## src/rtl/dmarb_pkg.sv

```systemverilog
// Shared types for the data memory arbiter: FSM state encoding and the
// per-cycle memory owner.
package dmarb_pkg;

  // State records who owned the memory port in the previous cycle.
  typedef enum logic [1:0] {
    ST_IDLE      = 2'd0,
    ST_CORE      = 2'd1,
    ST_LDR       = 2'd2,
    ST_LDR_BURST = 2'd3
  } state_t;

  typedef enum logic [1:0] {
    OWN_NONE = 2'd0,
    OWN_CORE = 2'd1,
    OWN_LDR  = 2'd2
  } owner_t;

  function automatic logic is_ldr_state(input state_t s);
    return (s == ST_LDR) || (s == ST_LDR_BURST);
  endfunction

endpackage

```

## src/rtl/dmarb_grant.sv

```systemverilog
// Combinational grant decision: locked loader burst, starvation relief,
// then core priority, then loader.
import dmarb_pkg::*;

module dmarb_grant (
  input  logic   en,
  input  state_t state,
  input  logic   core_req,
  input  logic   ldr_req,
  input  logic   ldr_lock,
  input  logic   burst_room,
  input  logic   starve_hit,
  output owner_t owner,
  output logic   lock_hit
);

  // NOTE: every output gets a default before any branch so no path can infer a latch.
  always_comb begin
    owner    = OWN_NONE;
    lock_hit = en && is_ldr_state(state) && ldr_req && ldr_lock && burst_room;
    if (!en) begin
      owner = OWN_NONE;
    end else if (lock_hit) begin
      owner = OWN_LDR;
    end else if (starve_hit && ldr_req) begin
      owner = OWN_LDR;
    end else if (core_req) begin
      owner = OWN_CORE;
    end else if (ldr_req) begin
      owner = OWN_LDR;
    end
  end

endmodule

```

## src/rtl/data_memory_arbiter.sv

```systemverilog
// Two-requester data memory arbiter (core memory stage vs. loader) with
// locked loader bursts; starvation guard enabled by DMARB_STARVE_GUARD_EN.
import dmarb_pkg::*;

module data_memory_arbiter #(
  parameter int DATA_W       = 32,
  parameter int ADDR_W       = 32,
  parameter int STARVE_LIMIT = 4,
  parameter int BURST_MAX    = 8
) (
  input  logic              clk,
  input  logic              rst,
  input  logic              core_req,
  input  logic              core_we,
  input  logic [ADDR_W-1:0] core_addr,
  input  logic [DATA_W-1:0] core_wdata,
  output logic              core_stall,
  output logic              core_rvalid,
  output logic [DATA_W-1:0] core_rdata,
  input  logic              ldr_req,
  input  logic              ldr_we,
  input  logic              ldr_lock,
  input  logic [ADDR_W-1:0] ldr_addr,
  input  logic [DATA_W-1:0] ldr_wdata,
  output logic              ldr_gnt,
  output logic              ldr_rvalid,
  output logic [DATA_W-1:0] ldr_rdata,
  output logic              mem_we,
  output logic [ADDR_W-1:0] mem_addr,
  output logic [DATA_W-1:0] mem_wd,
  input  logic [DATA_W-1:0] mem_rd
);

  localparam int BW = $clog2(BURST_MAX + 1);

  if (STARVE_LIMIT < 1 || BURST_MAX < 1) begin : g_bad_param
    $error("data_memory_arbiter: STARVE_LIMIT and BURST_MAX must be >= 1");
  end

  state_t          state, state_d;
  owner_t          owner;
  logic            lock_hit;
  logic            core_gnt;
  logic            burst_room;
  logic            starve_hit;
  logic [BW-1:0]   burst_cnt;

  assign burst_room = burst_cnt < BW'(BURST_MAX);

  dmarb_grant u_grant (
    .en         (rst),
    .state      (state),
    .core_req   (core_req),
    .ldr_req    (ldr_req),
    .ldr_lock   (ldr_lock),
    .burst_room (burst_room),
    .starve_hit (starve_hit),
    .owner      (owner),
    .lock_hit   (lock_hit)
  );

  assign core_gnt   = (owner == OWN_CORE);
  assign ldr_gnt    = (owner == OWN_LDR);
  assign core_stall = core_req && !core_gnt;

  // With no grant the port idles on the core's address/data with writes off.
  assign mem_we   = ldr_gnt ? ldr_we    : (core_gnt && core_we);
  assign mem_addr = ldr_gnt ? ldr_addr  : core_addr;
  assign mem_wd   = ldr_gnt ? ldr_wdata : core_wdata;

  always_comb begin
    state_d = ST_IDLE;
    case (owner)
      OWN_CORE: state_d = ST_CORE;
      OWN_LDR:  state_d = lock_hit ? ST_LDR_BURST : ST_LDR;
      default:  state_d = ST_IDLE;
    endcase
  end

  // NOTE: sequential state uses non-blocking assignments so all registers sample pre-edge values.
  always_ff @(posedge clk or negedge rst) begin
    if (!rst) begin
      state     <= ST_IDLE;
      burst_cnt <= '0;
    end else begin
      state <= state_d;
      // Any loader grant taken with lock held counts toward the burst,
      // including the one that opens it; saturates at BURST_MAX.
      if (ldr_gnt && ldr_lock) begin
        if (burst_room) burst_cnt <= burst_cnt + 1'b1;
      end else begin
        burst_cnt <= '0;
      end
    end
  end

`ifdef DMARB_STARVE_GUARD_EN
  localparam int SW = $clog2(STARVE_LIMIT + 1);
  logic [SW-1:0] starve_cnt;

  assign starve_hit = (starve_cnt == SW'(STARVE_LIMIT));

  always_ff @(posedge clk or negedge rst) begin
    if (!rst) begin
      starve_cnt <= '0;
    end else if (!ldr_req || ldr_gnt) begin
      starve_cnt <= '0;
    end else if (core_gnt && !starve_hit) begin
      starve_cnt <= starve_cnt + 1'b1;
    end
  end
`else
  assign starve_hit = 1'b0;
`endif

  // NOTE: rdata registers are reset because their reset value is architecturally visible.
  always_ff @(posedge clk or negedge rst) begin
    if (!rst) begin
      core_rvalid <= 1'b0;
      core_rdata  <= '0;
      ldr_rvalid  <= 1'b0;
      ldr_rdata   <= '0;
    end else begin
      core_rvalid <= core_gnt && !core_we;
      ldr_rvalid  <= ldr_gnt && !ldr_we;
      if (core_gnt && !core_we) core_rdata <= mem_rd;
      if (ldr_gnt && !ldr_we)   ldr_rdata  <= mem_rd;
    end
  end

endmodule
```

## config.mk

```make
export PLATFORM = sky130hd
export DESIGN_NAME = data_memory_arbiter
export DESIGN_NICKNAME = d
export VERILOG_FILES = /design/src/rtl/dmarb_pkg.sv /design/src/rtl/dmarb_grant.sv /design/src/rtl/data_memory_arbiter.sv
export SDC_FILE = /design/constraint.sdc
export NUM_CORES = 1
export LEC_CHECK = 0
export ABC_AREA = 1
export BUFFER_PORTS_ARGS = -buffer_cell sky130_fd_sc_hd__buf_2
export CORE_AREA = 2 2 115 117
export DETAILED_ROUTE_END_ITERATION = 8
export DIE_AREA = 0 0 117 119
export PLACE_DENSITY_LB_ADDON = 0.1
export SLEW_MARGIN = 0
export SYNTH_ARGS = -nofsm -noshare
export SYNTH_HDL_FRONTEND = slang
export SYNTH_SLANG_ARGS = --single-unit
```

## constraint.sdc

```tcl
create_clock -name clk -period 2.37 [get_ports clk]
set_clock_uncertainty 0.1 [all_clocks]
set_input_delay 0.237 -clock clk [delete_from_list [all_inputs] [get_ports clk]]
set_output_delay 0.237 -clock clk [all_outputs]
set_load 0.01 [all_outputs]
```

# == Word level (Yosys, flattened, before mapping) ==
# Cells that the tools add are included.
# Widths: inputs -> output; s select.
# totals
mem_bits_rw,0
inputBits,167
mem_count,0
latch_bits,0
rom_bits,0
regBits,72
output_inout_bits,133
# classes
n_eq_ne,5
add_sub_neg,1
div,0
n_mux,11
shift,0
magnitude_cmp,1
reduce_logical,13
bitwise,0
mul,0
# ops
cell,n
$mux 32,2
$logic_and 1x1->1,9
$mux 2,4
$mux 4,2
$eq 2x2->1 const B,3
$add 4x1->4 const B,1
$lt 4x4->1 const B,1
$pmux 2 s2,1
$logic_not 1->1,3
$eq 2x1->1 const B,1
$mux 1,2
$ne 2x1->1 const B,1
$logic_or 1x1->1,1

# == Longest topological paths before layout ==
# Gate-level depths: netlist of the first run.
# depth
depth_word,11
ltp_mapped,12
depth_no_buf,10

# == Hierarchy ==
# A second synthesis of the first run with hierarchy kept.
# unflattened
hier_cells,505
hier_area_um2,3702.3
# modules_own_cells
mod,area_each_um2,cells_each,n_inst
data_memory_arbiter,3638.5,493,1
dmarb_grant,63.8,12,1

# == Worst setup path after synthesis of the first run ==
# OpenSTA, ideal clock, no wires.
# synth_path
path_kind,flip-flop to output port
from,register burst_cnt[3]
to,output port mem_we
path_slack_ns,0.378
stages_incl_launch_ff,11
arrival_time_ns,1.655
cell_sequence,dfrtp_1 nor2_1 and2_1 nor2_1 inv_1 ha_1 inv_2 nor2_2 buf_4 buf_2 a21oi_1
# synth_between
word_cells_on_any_way,8
cone_classes,order compare: 1; eq/ne: 2; mux: 3; reduce/logical: 2
# synth_rtl
item,line_no,text
"start, declared",data_memory_arbiter.sv:46,logic [BW-1:0] burst_cnt;
"start signal, assigned",data_memory_arbiter.sv:90,if (burst_room) burst_cnt <= burst_cnt + 1'b1;
$lt 4x4->1,data_memory_arbiter.sv:48,assign burst_room = burst_cnt < BW'(BURST_MAX);
$logic_and 1x1->1,dmarb_grant.sv:20,lock_hit = en && is_ldr_state(state) && ldr_req && ldr_lock && burst_room;
$mux 2,dmarb_grant.sv:23,end else if (lock_hit) begin
$mux 2,dmarb_grant.sv:21,if (!en) begin
$eq 2x2->1,data_memory_arbiter.sv:63,assign ldr_gnt = (owner == OWN_LDR);
via ldr_gnt,data_memory_arbiter.sv:25,"output logic ldr_gnt,"
$mux 1,data_memory_arbiter.sv:67,assign mem_we = ldr_gnt ? ldr_we : (core_gnt && core_we);
"end, declared",data_memory_arbiter.sv:28,"output logic mem_we,"
# The timed path passes the listed nets, and every way through them passes these cells.

# == Worst setup path after layout of the first run ==
# layout_path
from,register burst_cnt[3]
to,output port mem_wd[0]
# layout_between
elab_chain_cells,6
# layout_rtl
item,line_no,text
$lt 4x4->1,data_memory_arbiter.sv:48,
$logic_and 1x1->1,dmarb_grant.sv:20,
$mux 2,dmarb_grant.sv:23,
$mux 2,dmarb_grant.sv:21,
$eq 2x2->1,data_memory_arbiter.sv:63,
$mux 32,data_memory_arbiter.sv:69,assign mem_wd = ldr_gnt ? ldr_wdata : core_wdata;
"end, declared",data_memory_arbiter.sv:30,"output logic [DATA_W-1:0] mem_wd,"
# Every way passes these cells.

==> flow_metrics.py, run 1 <==
metrics = {
    "run_status": {
        "status": "completed",
    },
    "clock_tree": {
        "clkTransAtPathRegs_ns": 0.06,
        "cts-htree-levels": 3,
        "numCtsBuffers": 9,
        "clock_path_buffers": 2,
        "cts_sinks": 71,
        "root_buffer": "clkbuf_16",
        "worstSkewPairLatency_ns": 0.33,
        "cts_tree": "done",
    },
    "synthesis": {
        "synth_ff_type": "dfrtp_1",
        "synthCells": 489,
        "synth_top_area_share_pct": 49.3,
        "ys_seq_area_share_pct": 49.3,
        "ys_seq_elements": 71,
        "synth_area_per_cell_um2": 7.37,
        "syn_nets": 659,
        "yosysWarnings": 0,
        "ys_top_cells_by_area": "dfrtp_1 (49%), nand2_1 (24%), a21oi_1 (5.1%)",
        "syn_area_mm2": 0.00360,
        "synthArstFlopShare_pct": 100,
        "synth-edff-count": 0,
        "ys_types": 20,
        "yosys.area.top_type": "dfrtp_1",
    },
    "final_layout": {
        "stdcell_area_mm2": 0.00562,
        "n_fill_cell": 1364,
        "antenna_cells": 0,
        "final_common_cell": "buf_2",
        "stdcell_count": 963,
        "area_growth_pct": 56.0,
        "multi_input_area_mm2": 0.00152,
        "nNetsFinal": 952,
        "final_cell_mix": "buf_2 (299), nand2_1 (232), dfrtp_1 (71), inv_1 (40), a21oi_1 (37)",
        "final_layout_size_suffix_gt1_share_pct": 44.0,
        "seq_area_mm2": 0.00178,
    },
    "drt": {
        "firstDrtPassIters": 4,
        "wirelength_mm": 13.2,
        "ant_nets": 0,
        "drc": 0,
        "wl_per_cell_um": 13.7,
        "drtIter0Drc": 276,
        "dr_total_vias": 4064,
        "vias_per_cell": 4.22,
    },
    "global_routing": {
        "grt_pass1_wl_mm": 19.7,
        "overflow": 0,
        "grt_pass1_vias": 3810,
        "antenna_found_initial": 2,
        "grt_usage_pct": 18.5,
        "grt_max_degree": 71,
    },
    "floorplanning": {
        "coreArea_mm2": 0.0129,
        "rows": 42,
        "fp.dieW_um": 117,
        "io_pins": 300,
        "start_util_pct": 28.0,
        "die_area_mm2": 0.0139,
        "fp.dieH_um": 119,
    },
    "pwr": {
        "seq_power_share_pct": 39.8,
        "total_leakage_power_nw": 3.36,
        "intPower_mw": 2.71,
        "p_switching_mw": 1.23,
        "switching_share_pct": 31.2,
        "cellPowerDensity_mw_per_mm2": 701,
        "combinationalPowerShare_pct": 28.4,
        "pwr-share-clk_pct": 31.8,
        "ir_drop_uv": 288,
    },
    "placed_design": {
        "place_inst": 944,
        "place.gp.congestion": 1.02,
        "post-dp-hpwl_mm": 10.4,
        "port_buffers": 299,
        "dpl_cell_area_mm2": 0.00526,
    },
    "sta": {
        "worstMarginPinSlew_ns": 0.900,
        "post-route-period-util_pct": 95.1,
        "max_slew_margin_pct": 40.0,
        "finalSetupViolCount": 0,
        "fin_crit_ns": 2.26,
        "max_freq_mhz": 443,
        "finalHoldViolations": 0,
        "maxSlewViolCount": 0,
    },
    "worst_setup_path": {
        "critical_path_class": "flop to primary output",
        "required_ns": 2.03,
        "worstPathMaxFanout": 25,
        "crit_arrival_ns": 1.92,
        "end_kind": "primary output",
        "start_kind": "flop",
    },
    "min_path": {
        "min_path_type": "input port to flop",
    },
    "job": {
        "maxCapViolations": 0,
    },
}
-- cell families after synthesis --
logic type               after synthesis  share of synthesized area (%)
AND/OR/NAND/NOR                      277                           29.3
flip-flops                            71                           49.3
AO/OA/AOI/OAI                         69                           11.1
buffers and inverters                 69                           9.20
adder cells (fa/ha/maj)                3                           1.04
-- critical path, stage by stage (launching register included) --
cell     delay [ns]
dfrtp_1        0.39
nor2_1         0.11
and2_4         0.16
nor2_2         0.04
inv_1          0.09
ha_4           0.21
buf_6          0.22
nand2_1        0.08
nand2_1        0.12
buf_2          0.17
-- power by group through the flow --
| stage | clock network (mW) | registers (mW) | logic [mW] |
|---|---|---|---|
| after CTS | 1.28 | 1.57 | 1.14 |
| after floorplan | 0 | 1.71 | 0.413 |
| after detailed placement | 0 | 1.59 | 1.12 |
| after global placement | 0 | 1.58 | 1.12 |
| final | 1.25 | 1.57 | 1.12 |
| after global routing | 1.34 | 1.60 | 1.25 |
-- through the flow --
step	worst slack [ns]	TNS (ns)	power (mW)	hold WS [ns]	util (%)
after global routing	-0.0187	-0.0617	4.19	0.0507	43.6
after CTS	0.000220	0	3.99	0.0400	43.4
after global placement	0.293	0	2.70	-0.0577	40.8
final	0.115	0	3.94	0.0530	43.6
after floorplan	0.378	0	2.12	-0.159	-
after detailed placement	0.274	0	2.71	-0.0572	40.8
-- final timing paths --
check	from	end	slack (ns)	cells past startpoint
max	burst_cnt[3]	mem_wd[0]	0.11	9
min	mem_rd[26]	ldr_rdata[26]	0.05	3
max reg2reg	burst_cnt[3]	ldr_rdata[23]	0.39	10
min reg2reg	core_rdata[11]	core_rdata[11]	0.37	2
max in group asynchronous	rst	core_rdata[21]	1.51	2
min in group asynchronous	rst	burst_cnt[0]	0.08	2
-- registers in the layout (all words and copies together) (netlist names) --
signal and count:
core_rvalid 1, ldr_rvalid 1, ldr_rdata 32, burst_cnt 4, core_rdata 32, state 1
-- layer usage --
| metal | part of all wire [%] | vias up | global-route usage, % | wire length [um] |
|---|---|---|---|---|
| met5 | 0.099 | - | 0 | 13 |
| met3 | 7.9 | 22 | 5.34 | 1040 |
| met2 | 49 | 171 | 30.8 | 6520 |
| met4 | 2.3 | 2 | 7.06 | 303 |
| met1 | 40 | 1793 | 22.5 | 5310 |
| li1 | - | 2076 | - | - |
-- cell type report --
type,count,share of cell area (%)
Sequential cell,71,31.6
Timing Repair Buffer,310,29.6
Multi-Input combinational cell,349,27.0
Clock buffer,13,4.63
Tap cell,176,3.92
Inverter,41,2.87
Clock inverter,3,0.312
-- what timing repair did --
action | CTS | global route
gates resized for setup | 2 | 10
pin swaps | 0 | 1
hold buffers | 1 | 0
setup endpoints to repair | 4 | 45
setup buffers | 1 | 0
gates cloned | 1 | 0
hold endpoints to repair | 1 | 0
-- cell usage after synthesis, types with 2 or more instances --
| master | instances |
|---|---|
| a21oi_1 | 37 |
| buf_2 | 16 |
| buf_4 | 2 |
| buf_6 | 6 |
| clkbuf_1 | 4 |
| dfrtp_1 | 71 |
| ha_1 | 3 |
| inv_1 | 40 |
| nand2_1 | 232 |
| nor2_1 | 38 |
| o21ai_1 | 17 |
| o21ai_2 | 15 |
Power figures use the tool's default switching activity.
==> inputs of run 2 (changes only) <==
--- a/config.mk
+++ b/config.mk
@@ -11,6 +11,7 @@
 export DETAILED_ROUTE_END_ITERATION = 8
 export DIE_AREA = 0 0 117 119
 export PLACE_DENSITY_LB_ADDON = 0.1
+export RECOVER_POWER = 25
 export SLEW_MARGIN = 0
 export SYNTH_ARGS = -nofsm -noshare
 export SYNTH_HDL_FRONTEND = slang
==> flow_metrics.py, run 2 (synthesized netlist as in run 1, its figures left out) <==
metrics = {
    "global_routing": {
        "grt_usage_pct": 18.5,
        "use_met2_pct": 30.8,
        "grt-busiest-layer": "met2",
        "grt_pass1_wl_mm": 19.7,
        "antenna_found_initial": 2,
        "grt_max_degree": 71,
        "grtUsageMet3_pct": 5.34,
        "grt_pass1_vias": 3810,
        "grtUsageMet1_pct": 22.5,
        "overflow": 0,
    },
    "final_layout": {
        "multi_input_area_mm2": 0.00152,
        "final_core_util_pct": 43.6,
        "antenna_cells": 0,
        "largest_registers": "core_rdata x32, ldr_rdata x32, burst_cnt x4",
        "nNetsFinal": 952,
        "stdcell_area_mm2": 0.00561,
        "final_cell_mix": "buf_2 (298), nand2_1 (232), dfrtp_1 (71), inv_1 (40), a21oi_1 (37)",
        "area_growth_pct": 55.9,
        "final_layout_size_suffix_gt1_share_pct": 43.8,
        "seq_area_mm2": 0.00178,
        "final_common_cell": "buf_2",
        "n_fill_cell": 1363,
    },
    "sta": {
        "worstMarginPinSlew_ns": 1.76,
        "setup_tns_ns": 0,
        "max_slew_margin_pct": -17.1,
        "max_freq_mhz": 444,
        "finalSetupViolCount": 0,
        "hold_ws_ns": 0.0530,
        "maxSlewViolCount": 71,
        "fin_crit_ns": 2.25,
        "finalHoldViolations": 0,
        "post-route-period-util_pct": 95.1,
    },
    "run_status": {
        "status": "finished with violations",
        "violations": "max-capacitance violations, max-slew violations",
    },
    "pwr": {
        "total_leakage_power_nw": 3.35,
        "cellPowerDensity_mw_per_mm2": 702,
        "power_mw": 3.94,
        "ir_drop_uv": 288,
    },
    "clock_tree": {
        "clock_path_buffers": 2,
        "root_buffer": "clkbuf_16",
        "cts-htree-levels": 3,
        "cts_sinks": 71,
        "clkTransAtPathRegs_ns": 0.06,
        "numCtsBuffers": 9,
        "cts_tree": "done",
        "worstSkewPairLatency_ns": 0.33,
    },
    "placed_design": {
        "place.gp.congestion": 1.02,
        "dpl_cell_area_mm2": 0.00526,
        "port_buffers": 299,
        "post-dp-hpwl_mm": 10.4,
    },
    "floorplanning": {
        "coreArea_mm2": 0.0129,
        "start_util_pct": 28.0,
        "io_pins": 300,
        "die_area_mm2": 0.0139,
        "fp.dieH_um": 119,
        "rows": 42,
        "fp.dieW_um": 117,
    },
    "worst_setup_path": {
        "required_ns": 2.03,
        "r2r-start": "burst_cnt[3]",
        "crit_arrival_ns": 1.92,
        "worstPathMaxFanout": 30,
        "start_kind": "flop",
        "r2r-end": "ldr_rdata[23]",
        "rr_worst_depth": 10,
        "end_kind": "primary output",
        "critical_path_class": "flop to primary output",
        "reg2reg_slack_ns": 0.39,
    },
    "drt": {
        "vias_per_cell": 4.22,
        "firstDrtPassIters": 4,
        "wirelength_mm": 13.2,
        "drc": 0,
        "drtIter0Drc": 276,
        "ant_nets": 0,
        "dr_total_vias": 4064,
        "wl_per_cell_um": 13.7,
    },
    "job": {
        "maxCapViolations": 1,
    },
    "min_path": {
        "min_path_type": "input port to flop",
        "hold_start": "mem_rd[26]",
        "hold_end": "ldr_rdata[26]",
        "hold_depth": 3,
    },
}
[run 2: cell types whose count changed in the layout (fill, tap and decap cells not counted), sizes merged]
cell / previous run / this run
clkbuf: 13 / 15
buf: 309 / 307
[run 2: power by group]
| part | total (mW) | switching (mW) | internal, mW | leakage [nW] |
|---|---|---|---|---|
| logic | 1.12 | 0.622 | 0.497 | 2.36 |
| registers | 1.57 | 0.116 | 1.45 | 0.855 |
| clock network | 1.25 | 0.491 | 0.762 | 0.136 |
| total | 3.94 | 1.23 | 2.71 | 3.35 |
[run 2: how the worst max path moves through the flow]
| stage | from | to | cells past startpoint |
|---|---|---|---|
| 5_1_grt | burst_cnt[3] | mem_wd[6] | 9 |
| 3_5_place_dp | rst | mem_wd[6] | 12 |
| 6_report | burst_cnt[3] | mem_addr[30] | 9 |
| 4_1_cts | state[1] | mem_addr[27] | 11 |
| 2_1_floorplan | burst_cnt[3] | mem_we | 10 |
| 3_3_place_gp | rst | mem_wd[6] | 12 |
[run 2: stage by stage]
| step | cells | setup slack, ns |
|---|---|---|
| final | 963 | 0.116 |
| after detailed placement | 944 | 0.274 |
| after CTS | 963 | 0.000220 |
| after global routing | 963 | -0.0187 |
| after floorplan | 489 | 0.378 |
| after global placement | 944 | 0.293 |
[run 2: layout make-up]
type / count / share of cell area [%]
sequential: 71 / 31.6
tap: 176 / 3.92
clock buffer: 13 / 4.64
timing repair buffer: 310 / 29.6
inverter: 41 / 2.87
clock inverter: 3 / 0.312
multi-input combinational: 349 / 27.1
[run 2: routing by layer]
| metal | part of all wire, % | vias up |
|---|---|---|
| met5 | 0.099 | - |
| met2 | 49 | 171 |
| met3 | 7.9 | 22 |
| met1 | 40 | 1793 |
| li1 | - | 2076 |
| met4 | 2.3 | 2 |
[run 2: critical path, stage by stage (launching register included)]
cell	delay, ns
dfrtp_1	0.39
nor2_1	0.11
and2_4	0.16
nor2_2	0.04
inv_1	0.09
ha_4	0.21
buf_8	0.21
nand2_1	0.07
nand2_1	0.14
buf_2	0.16
[run 2: repair_timing]
item	4_1_cts	5_1_grt
endpoints found under the setup margin	4	45
pin swaps	0	1
hold endpoints to repair	1	0
gates cloned	1	0
resized for setup	2	10
hold buffers	1	0
buffers inserted	1	0
